**src/rtl/alu_share_arbiter.sv**
```systemverilog
// alu_share_arbiter: one W-bit ALU shared by two requesters with round-robin arbitration.
// Latency: request accepted at edge T, result valid after edge T+2 (IDLE -> EXEC -> RESP).
// Backpressure: the result is held on the winner's rsp port until its rsp_ready; no new request is accepted meanwhile.
//
// Ports: clk/rst (sync, active-high); req0_*/req1_* request channels (valid/ready, a, b, op);
//        rsp0_*/rsp1_* response channels (valid/ready, data); busy = FSM not in IDLE.
// Optional build macro ALU_SHARE_FLAGS_EN adds flag_zero / flag_carry outputs, registered with the result.
module alu_share_arbiter #(
  parameter int           W      = 16,
  parameter logic [W-1:0] CONST7 = W'(16'h00FF)
) (
  input  logic         clk,
  input  logic         rst,
  input  logic         req0_valid,
  input  logic [W-1:0] req0_a,
  input  logic [W-1:0] req0_b,
  input  logic [2:0]   req0_op,
  output logic         req0_ready,
  input  logic         req1_valid,
  input  logic [W-1:0] req1_a,
  input  logic [W-1:0] req1_b,
  input  logic [2:0]   req1_op,
  output logic         req1_ready,
  output logic         rsp0_valid,
  output logic [W-1:0] rsp0_data,
  input  logic         rsp0_ready,
  output logic         rsp1_valid,
  output logic [W-1:0] rsp1_data,
  input  logic         rsp1_ready,
  output logic         busy
`ifdef ALU_SHARE_FLAGS_EN
  ,
  output logic         flag_zero,
  output logic         flag_carry
`endif
);

  typedef enum logic [1:0] {IDLE, EXEC, RESP} state_t;

  state_t         state, state_nxt;
  logic           gnt;          // port id of the operation in flight
  logic           prio;         // port that wins a tie in IDLE
  logic [W-1:0]   a_r, b_r;
  logic [2:0]     op_r;
  logic [W-1:0]   data0_r, data1_r;
  logic           grant_id;
  logic           accept;
  logic           rsp_hs;
  logic [W-1:0]   alu_res;

  // Arbitration: a single valid port wins outright, a tie goes to prio.
  always_comb begin
    grant_id = (req0_valid & req1_valid) ? prio : req1_valid;
    accept   = (state == IDLE) & (req0_valid | req1_valid);
    rsp_hs   = (state == RESP) & (gnt ? rsp1_ready : rsp0_ready);
  end

  // ALU operates on the captured operands during EXEC.
  always_comb begin
    alu_res = '0;
    case (op_r)
      3'd0:    alu_res = '0;
      3'd1:    alu_res = a_r & b_r;
      3'd2:    alu_res = a_r | b_r;
      3'd3:    alu_res = a_r ^ b_r;
      3'd4:    alu_res = ~a_r;
      3'd5:    alu_res = a_r - b_r;
      3'd6:    alu_res = a_r + b_r;
      default: alu_res = CONST7;
    endcase
  end

`ifdef ALU_SHARE_FLAGS_EN
  logic [W:0] sum_ext;
  logic       carry_nxt;
  always_comb begin
    sum_ext   = {1'b0, a_r} + {1'b0, b_r};
    carry_nxt = 1'b0;
    if (op_r == 3'd6) carry_nxt = sum_ext[W];
    else if (op_r == 3'd5) carry_nxt = (a_r < b_r);
  end
`endif

  // State register and datapath registers
  always_ff @(posedge clk) begin
    if (rst) begin
      state   <= IDLE;
      gnt     <= 1'b0;
      prio    <= 1'b0;
      a_r     <= '0;
      b_r     <= '0;
      op_r    <= '0;
      data0_r <= '0;
      data1_r <= '0;
`ifdef ALU_SHARE_FLAGS_EN
      flag_zero  <= 1'b0;
      flag_carry <= 1'b0;
`endif
    end else begin
      state <= state_nxt;
      if (accept) begin
        gnt  <= grant_id;
        a_r  <= grant_id ? req1_a  : req0_a;
        b_r  <= grant_id ? req1_b  : req0_b;
        op_r <= grant_id ? req1_op : req0_op;
      end
      // Only the winner's data register is written; the other port keeps its last result.
      if (state == EXEC) begin
        if (gnt) data1_r <= alu_res;
        else     data0_r <= alu_res;
`ifdef ALU_SHARE_FLAGS_EN
        flag_zero  <= (alu_res == '0);
        flag_carry <= carry_nxt;
`endif
      end
      // Round-robin: the port just served loses the next tie.
      if (rsp_hs) prio <= ~gnt;
    end
  end

  // Next-state logic
  always_comb begin
    state_nxt = state;
    case (state)
      IDLE:    if (accept) state_nxt = EXEC;
      EXEC:    state_nxt = RESP;
      RESP:    if (rsp_hs) state_nxt = IDLE;
      default: state_nxt = IDLE;
    endcase
  end

  // Outputs
  always_comb begin
    req0_ready = accept & ~grant_id;
    req1_ready = accept &  grant_id;
    rsp0_valid = (state == RESP) & ~gnt;
    rsp1_valid = (state == RESP) &  gnt;
    rsp0_data  = data0_r;
    rsp1_data  = data1_r;
    busy       = (state != IDLE);
  end

endmodule

```
**config.mk**
```make
export PLATFORM = sky130hd
export DESIGN_NAME = alu_share_arbiter
export DESIGN_NICKNAME = d
export VERILOG_FILES = /design/src/rtl/alu_share_arbiter.sv
export SDC_FILE = /design/constraint.sdc
export NUM_CORES = 1
export LEC_CHECK = 0
export ABC_AREA = 1
export CAP_MARGIN = 20
export CORE_MARGIN = 2
export CORE_UTILIZATION = 40
export CTS_CLUSTER_DIAMETER = 80
export DETAILED_ROUTE_END_ITERATION = 6
export GPL_TIMING_DRIVEN = 0
export HOLD_SLACK_MARGIN = 0.03
export PLACE_DENSITY = 0.74
export SYNTH_ARGS = -nofsm -noshare
export SYNTH_HDL_FRONTEND = slang
export SYNTH_SLANG_ARGS = --single-unit
```
**constraint.sdc**
```tcl
create_clock -name clk -period 2.9 [get_ports clk]
set_input_delay 0.435 -clock clk [delete_from_list [all_inputs] [get_ports clk]]
set_output_delay 0.435 -clock clk [all_outputs]
set_load 0.1 [all_outputs]
```
==> reports/metrics.cfg, run 1 <==
[synth]
syn_nets = 951
synthTopCellsByArea = dfxtp_1, nand2_1, ha_1, inv_1, nand3_1
synth_top_flop_cell = dfxtp_1
ys_ff_latch = 71
synth_area_sq_um = 5339
synth_top_area_frac = 0.2662
yosysSeqAreaShare = 0.2662
syn_avg_cell_area_sq_um = 6.479
async_reset_ff_frac = 0
synthDistinctLibCells = 40
netlist_instances = 824
yosysMostFrequentCell = nand2_1
synth_top_area_cell = dfxtp_1
ys.warnings.count = 0
synth_common_cells = nand2_1, inv_1, nand3_1, dfxtp_1, ha_1
synth_edf_count = 0

[floorplan]
die_area_sq_um = 14290
initial_utilization = 0.4064
die_w_um = 119.5
num_rows = 42
core_sq_um = 13140
die_height_um = 119.5
pin_count = 113

[cts]
clock-sinks = 71
cts.clk_slew.worst_paths_ns = 0.05
tritoncts = built
hold_buffers = 0
clk_latency_ns = 0.34
clk_path_buf_depth = 2
cts_made_buffers = 9
cts_max_level = 3
cts-root-buf = clkbuf_16

[cells_and_area]
multiInputGateArea_sq_um = 3269
layout.nets = 1078
postLayoutCoreUtil = 0.5342
antenna_cells = 0
n_fill_cell = 1291
synthToLayoutAreaGrowth_pct = 31.45
drive_above_1_share = 0.07966
seqCellArea_sq_um = 1424

[timing]
slew_headroom = 0.3412
drv_slew = 0
worst_clock_skew_ns = 0.006897
hold_viol_final = 0
hold_slack_ns = 0.4806
setup_tns_ns = 0
worst_pin_slew_ns = 0.9851
period_share = 0.9612
maxClockFrequency_ghz = 0.3587
fin_crit_ns = 2.788
setup_viol = 0

[flow_run]
drv_cap = 0

[power]
ir_worst_vdd_mv = 0.3216
p_total_uw = 3826
p_int_uw = 2238
p_clk_frac = 0.253
power.net_switching_uw = 1588
powerDensity_nw_per_um2 = 545.1
p_leak_uw = 0.003594
p_sw_frac = 0.4150
power_frac_seq = 0.302
p_comb_frac = 0.445

[hold_path]
holdCritPathClass = flip-flop to flip-flop

[global_route]
grt_overflow = 0
grt_antenna_before_repair = 0
grt_usage = 0.2079
grt_pass1_wl_mm = 24.10
grt_max_degree = 11
grt_pass1_vias = 5035

[worst_setup_path]
arrival_ns = 2.35
critPathRequiredTime_ns = 2.47
end_kind = primary output
crit_fanout = 10
critPathLaunchType = primary input
critPathKind = primary input to primary output

[placement]
dp_hpwl_mm = 11.48
port_buffers = 112
gp_congestion = 0.8962

[detailed_routing]
antenna_left = 0
drt_iter0_markers = 397
vias_per_cell = 4.813
routed_wl_mm = 14.51
dr.pass1.iters = 5
wl_per_cell_um = 12.84
drc_errors = 0
routed-via-count = 5439

[run_status]
status = completed

worst max-delay path, stage by stage:
cell,delay [ns]
clkdlybuf4s50_1,0.54
nand2_1,0.09
nor2_2,0.35
buf_2,0.35
clkdlybuf4s18_2,0.58
placed cells by master, fill, tap and decap left out, types with 4 or more instances in the layout:
master and count:
a211oi_2 4, a211oi_1 4, clkdlybuf4s50_1 110, xor2_1 14, a21oi_1 21, o21bai_1 17, buf_4 5, buf_2 15
o21a_1 15, ha_1 47, nand2_1 261, dfxtp_1 69, o21ai_1 10, clkbuf_1 10, o21ai_0 33, nor2_1 35
clkbuf_16 9, nand3_1 73, inv_1 141, inv_2 5, buf_6 4
power by group through the flow:
stage               Combinational, uW  Sequential [uW]  Clock [uW]
floorplan                         991             1370           0
global placement                 1600             1170           0
detailed placement               1630             1170           0
CTS                              1640             1150         986
global route                     1890             1170        1030
finish                           1700             1150         969
area by class of cell:
type | instances | area share
Clock buffer | 12 | 0.03370
Clock inverter | 2 | 0.001426
Buffer | 27 | 0.02336
Tap cell | 176 | 0.03138
Timing Repair Buffer | 116 | 0.1633
Inverter | 146 | 0.07809
Sequential cell | 71 | 0.2029
Multi-Input combinational cell | 580 | 0.4659
worst paths after layout:
path / startpoint / endpoint / slack, ns / cells past startpoint
worst max-delay path: req1_valid / req1_ready / 0.11 / 5
worst min-delay path: prio$_SDFFE_PP0P_ / prio$_SDFFE_PP0P_ / 0.48 / 2
worst max register to register: b_r[0]$_SDFFE_PP0P_ / rsp0_data[15]$_SDFFE_PP0P_ / 0.19 / 16
worst min register to register: prio$_SDFFE_PP0P_ / prio$_SDFFE_PP0P_ / 0.48 / 2
what timing repair did:
action | CTS | global route
endpoints found under the hold margin | 0 | 0
gates resized for setup | 9 | 23
buffers inserted | 0 | 4
pin swaps | 0 | 4
endpoints found under the setup margin | 4 | 18
cell families after synthesis:
kind of cell	after synthesis	share of synthesized area
AO/OA/AOI/OAI	123	0.1521
XOR/XNOR	14	0.02297
adder cells (fa/ha/maj)	51	0.1209
buffers and inverters	173	0.1326
flip-flops	71	0.2662
multiplexers	1	0.001875
AND/OR/NAND/NOR	391	0.3033
flip-flops by register name (all words and copies together) (netlist names):
signal	count
a_r	16
rsp1_data	16
op_r	3
prio	1
b_r	16
state	2
rsp0_data	16
gnt	1
per-layer routing:
layer  wire [um]  global-route usage  part of all wire  vias up
met2        6354              0.3246              0.44      179
met4         400             0.08824             0.028        0
met1        6873              0.2818              0.47     2383
met5           0                   0                 0        -
met3         879             0.03802             0.061       29
li1            -                   -                 -     2848
metrics by stage:
step	setup WS (ns)	cells	instance area, sq um
6_report	0.1125	1130	7018
3_3_place_gp	-0.5372	1112	6680
3_5_place_dp	-0.6143	1112	6680
4_1_cts	0.002392	1126	6935
2_1_floorplan	0.3841	824	5339
5_1_grt	-0.0008020	1130	7018
Note: power is estimated with default switching activity, not from simulation.
==> run 2: changes to the inputs <==
--- a/config.mk
+++ b/config.mk
@@ -14,6 +14,7 @@
 export GPL_TIMING_DRIVEN = 0
 export HOLD_SLACK_MARGIN = 0.03
 export PLACE_DENSITY = 0.74
+export SLEW_MARGIN = 20
 export SYNTH_ARGS = -nofsm -noshare
 export SYNTH_HDL_FRONTEND = slang
 export SYNTH_SLANG_ARGS = --single-unit
==> results of run 2 <==
No change in the layout: final DEF, timing and power equal those of run 1.
==> run 3: changes to the inputs <==
--- a/config.mk
+++ b/config.mk
@@ -8,12 +8,12 @@
 export ABC_AREA = 1
 export CAP_MARGIN = 20
 export CORE_MARGIN = 2
-export CORE_UTILIZATION = 40
+export CORE_UTILIZATION = 52
 export CTS_CLUSTER_DIAMETER = 80
 export DETAILED_ROUTE_END_ITERATION = 6
 export GPL_TIMING_DRIVEN = 0
-export HOLD_SLACK_MARGIN = 0.03
-export PLACE_DENSITY = 0.74
+export PLACE_DENSITY = 0.9
+export REMOVE_ABC_BUFFERS = 1
 export SLEW_MARGIN = 20
 export SYNTH_ARGS = -nofsm -noshare
 export SYNTH_HDL_FRONTEND = slang
==> run 3 against run 2 <==
Final cell count down 5.6%. Sequential power about the same. Combinational power up 4%. Register-to-register slack worse by 0.10 ns. Design area down 1.7%. First-iteration DRC count down 15%. Power down 3.8%. Critical path depth unchanged. Global-route usage up 4.3 points. Die area down 22%. Routed wire length down 2.0%. Clock skew up 0.0065 ns. Largest cell class unchanged. Highest routed layer unchanged.
==> reports/metrics.cfg, run 3 (same netlist as run 1, synthesis figures left out) <==
[worst_setup_path]
crit_family = buffers and inverters
critPathKind = primary input to primary output
critPathLaunchType = primary input
arrival_ns = 2.40  ; +0.05 ns
critical_path.max_stage_delay_ns = 0.63  ; +0.05 ns
path_cells = clkdlybuf4s50_1, nand2_1, nand2_1, nor2_4, clkdlybuf4s15_2
crit_buf_inv = 2  ; -1
end_kind = primary output
cp_slowest_cell = clkdlybuf4s15_2
crit_fanout = 19  ; +9
critPathRequiredTime_ns = 2.47  ; about the same
reg2reg_slack_ns = 0.09  ; -0.10 ns
crit_top_cell = nand2_1

[cells_and_area]
drive_above_1_share = 0.08030  ; +0.0006352
synthToLayoutAreaGrowth_pct = 29.25
fin_area_sq_um = 6900  ; -1.7%
mostFrequentLayoutCell = nand2_1
layout.nets = 1057  ; -1.9%
n_fill_cell = 763  ; -41%
layout_common_cells = nand2_1, inv_1, clkdlybuf4s50_1
antenna_cells = 0  ; unchanged

[timing]
finalWorstSetupSlack_ns = 0.06728  ; -0.04521 ns
setup_tns_ns = 0  ; unchanged
period_share = 0.9768  ; +0.01559
fin_crit_ns = 2.833  ; +0.04521 ns
hold_slack_ns = 0.5017  ; +0.02108 ns
setup_viol = 0  ; unchanged
drv_slew = 0  ; unchanged
maxClockFrequency_ghz = 0.3530  ; -1.6%
worst_clock_skew_ns = 0.01344  ; +0.006538 ns
slew_headroom = 0.3409  ; about the same
hold_viol_final = 0  ; unchanged
worst_pin_slew_ns = 0.9856  ; +0.0005100 ns

[placement]
port_buffers = 112  ; unchanged
pre_cts_ws_ns = -0.6558  ; -0.04149 ns
place_area_sq_um = 6570  ; -1.6%
dp_hpwl_mm = 10.01  ; -13%
gp_congestion = 0.9069  ; +1.2%

[power]
p_int_uw = 2076  ; -7.2%
p_total_uw = 3682  ; -3.8%
ir_worst_vdd_mv = 0.2596  ; -19%
p_sw_frac = 0.4360  ; +0.02099
power.net_switching_uw = 1605  ; +1.1%
p_comb_frac = 0.479  ; +0.034
p_clk_frac = 0.207  ; -0.046
power_frac_seq = 0.315  ; +0.013
p_leak_uw = 0.003507  ; -2.4%
powerDensity_nw_per_um2 = 533.5  ; -2.1%

[global_route]
grt_pass1_wl_mm = 23.34  ; -3.2%
use_met1 = 0.3123  ; +0.03052
grt_usage = 0.2509  ; +0.04304
grt_max_degree = 40  ; +29
busiest_layer = met2
grt_overflow = 0  ; unchanged
use_met2 = 0.4355  ; +0.1108
grt_pass1_vias = 5326  ; +5.8%
met3_usage = 0.04329  ; +0.005267
grt_antenna_before_repair = 0  ; unchanged

[cts]
tritoncts = built
cts_made_buffers = 9  ; unchanged
hold_buffers = 0  ; unchanged
clock-sinks = 71  ; unchanged
cts_max_level = 3  ; unchanged
clk_path_buf_depth = 2  ; unchanged
cts-root-buf = clkbuf_8
clk_latency_ns = 0.36  ; +0.02 ns
cts.clk_slew.worst_paths_ns = 0.07  ; +0.02 ns

[detailed_routing]
drc_errors = 0  ; unchanged
routed_wl_mm = 14.21  ; -2.0%
dr.pass1.iters = 5  ; unchanged
routed-via-count = 5581  ; +2.6%
drt_iter0_markers = 339  ; -15%
antenna_left = 0  ; unchanged
wl_per_cell_um = 13.32  ; +3.8%
vias_per_cell = 5.231  ; +8.7%

[floorplan]
pin_count = 113  ; unchanged
num_rows = 36  ; -14%
initial_utilization = 0.5412  ; +0.1348
die_area_sq_um = 11090  ; -22%
die_w_um = 105.3  ; -12%
core_sq_um = 9864  ; -25%
die_height_um = 105.3  ; -12%

[hold_path]
holdCritPathClass = flip-flop to flip-flop

[run_status]
status = completed

[flow_run]
drv_cap = 0  ; unchanged

[run 3: changes by cell type in the layout (fill, tap and decap cells not counted), sizes merged]
cell           before  now
bufinv              0    1
clkinvlp            0    1
clkdlybuf4s18       1    0
clkdlybuf4s15       0    2
clkbuf             19   11
buf                25    9
nor2               39   40
[run 3: final cells by class]
cell class	instances	area (sq um)	area share
inverters	146	548.0	0.07942
multi-input cells	581	3338	0.4838
clock buffers	11	131.4	0.01904
clock inverters	4	47.55	0.006890
repair buffers	121	1244	0.1802
well taps	133	166.4	0.02412
flip-flops and latches	71	1425	0.2065
[run 3: path summary, 6_finish.rpt]
check,from,endpoint,depth (start not counted)
worst max-delay path,req0_valid,req1_ready,5
worst min-delay path,prio$_SDFFE_PP0P_,prio$_SDFFE_PP0P_,2
worst max register to register,b_r[1]$_SDFFE_PP0P_,rsp0_data[13]$_SDFFE_PP0P_,18
worst min register to register,prio$_SDFFE_PP0P_,prio$_SDFFE_PP0P_,2
[run 3: power by group through the flow]
stage,clock (uW),sequential (uW),combinational (uW)
floorplan,0,1370,969
global placement,0,1170,1540
detailed placement,0,1170,1610
CTS,769,1150,1630
global route,812,1170,1950
finish,761,1160,1760
[run 3: worst min-delay path: stages, from the launching register on]
cell and delay, ns:
dfxtp_1 0.32, o21ai_0 0.07, a21oi_1 0.06
[run 3: metrics by stage]
step                      instances    util
after global placement         1042  0.6555
after detailed placement       1045  0.6660
after floorplan                 797       -
after global routing           1067  0.6995
final                          1067  0.6995
after CTS                      1060  0.6848
[run 3: repair_timing]
| action | CTS | global route |
|---|---|---|
| cloned | 0 | 1 |
| gates resized for setup | 9 | 26 |
| setup buffers | 0 | 6 |
| pin swaps | 0 | 9 |
| endpoints found under the setup margin | 8 | 16 |
[run 3: layer usage]
metal / vias up / routed length (um)
li1: 2799 / -
met1: 2518 / 6093
met2: 224 / 6620
met3: 40 / 1090
met4: 0 / 410
met5: - / 0
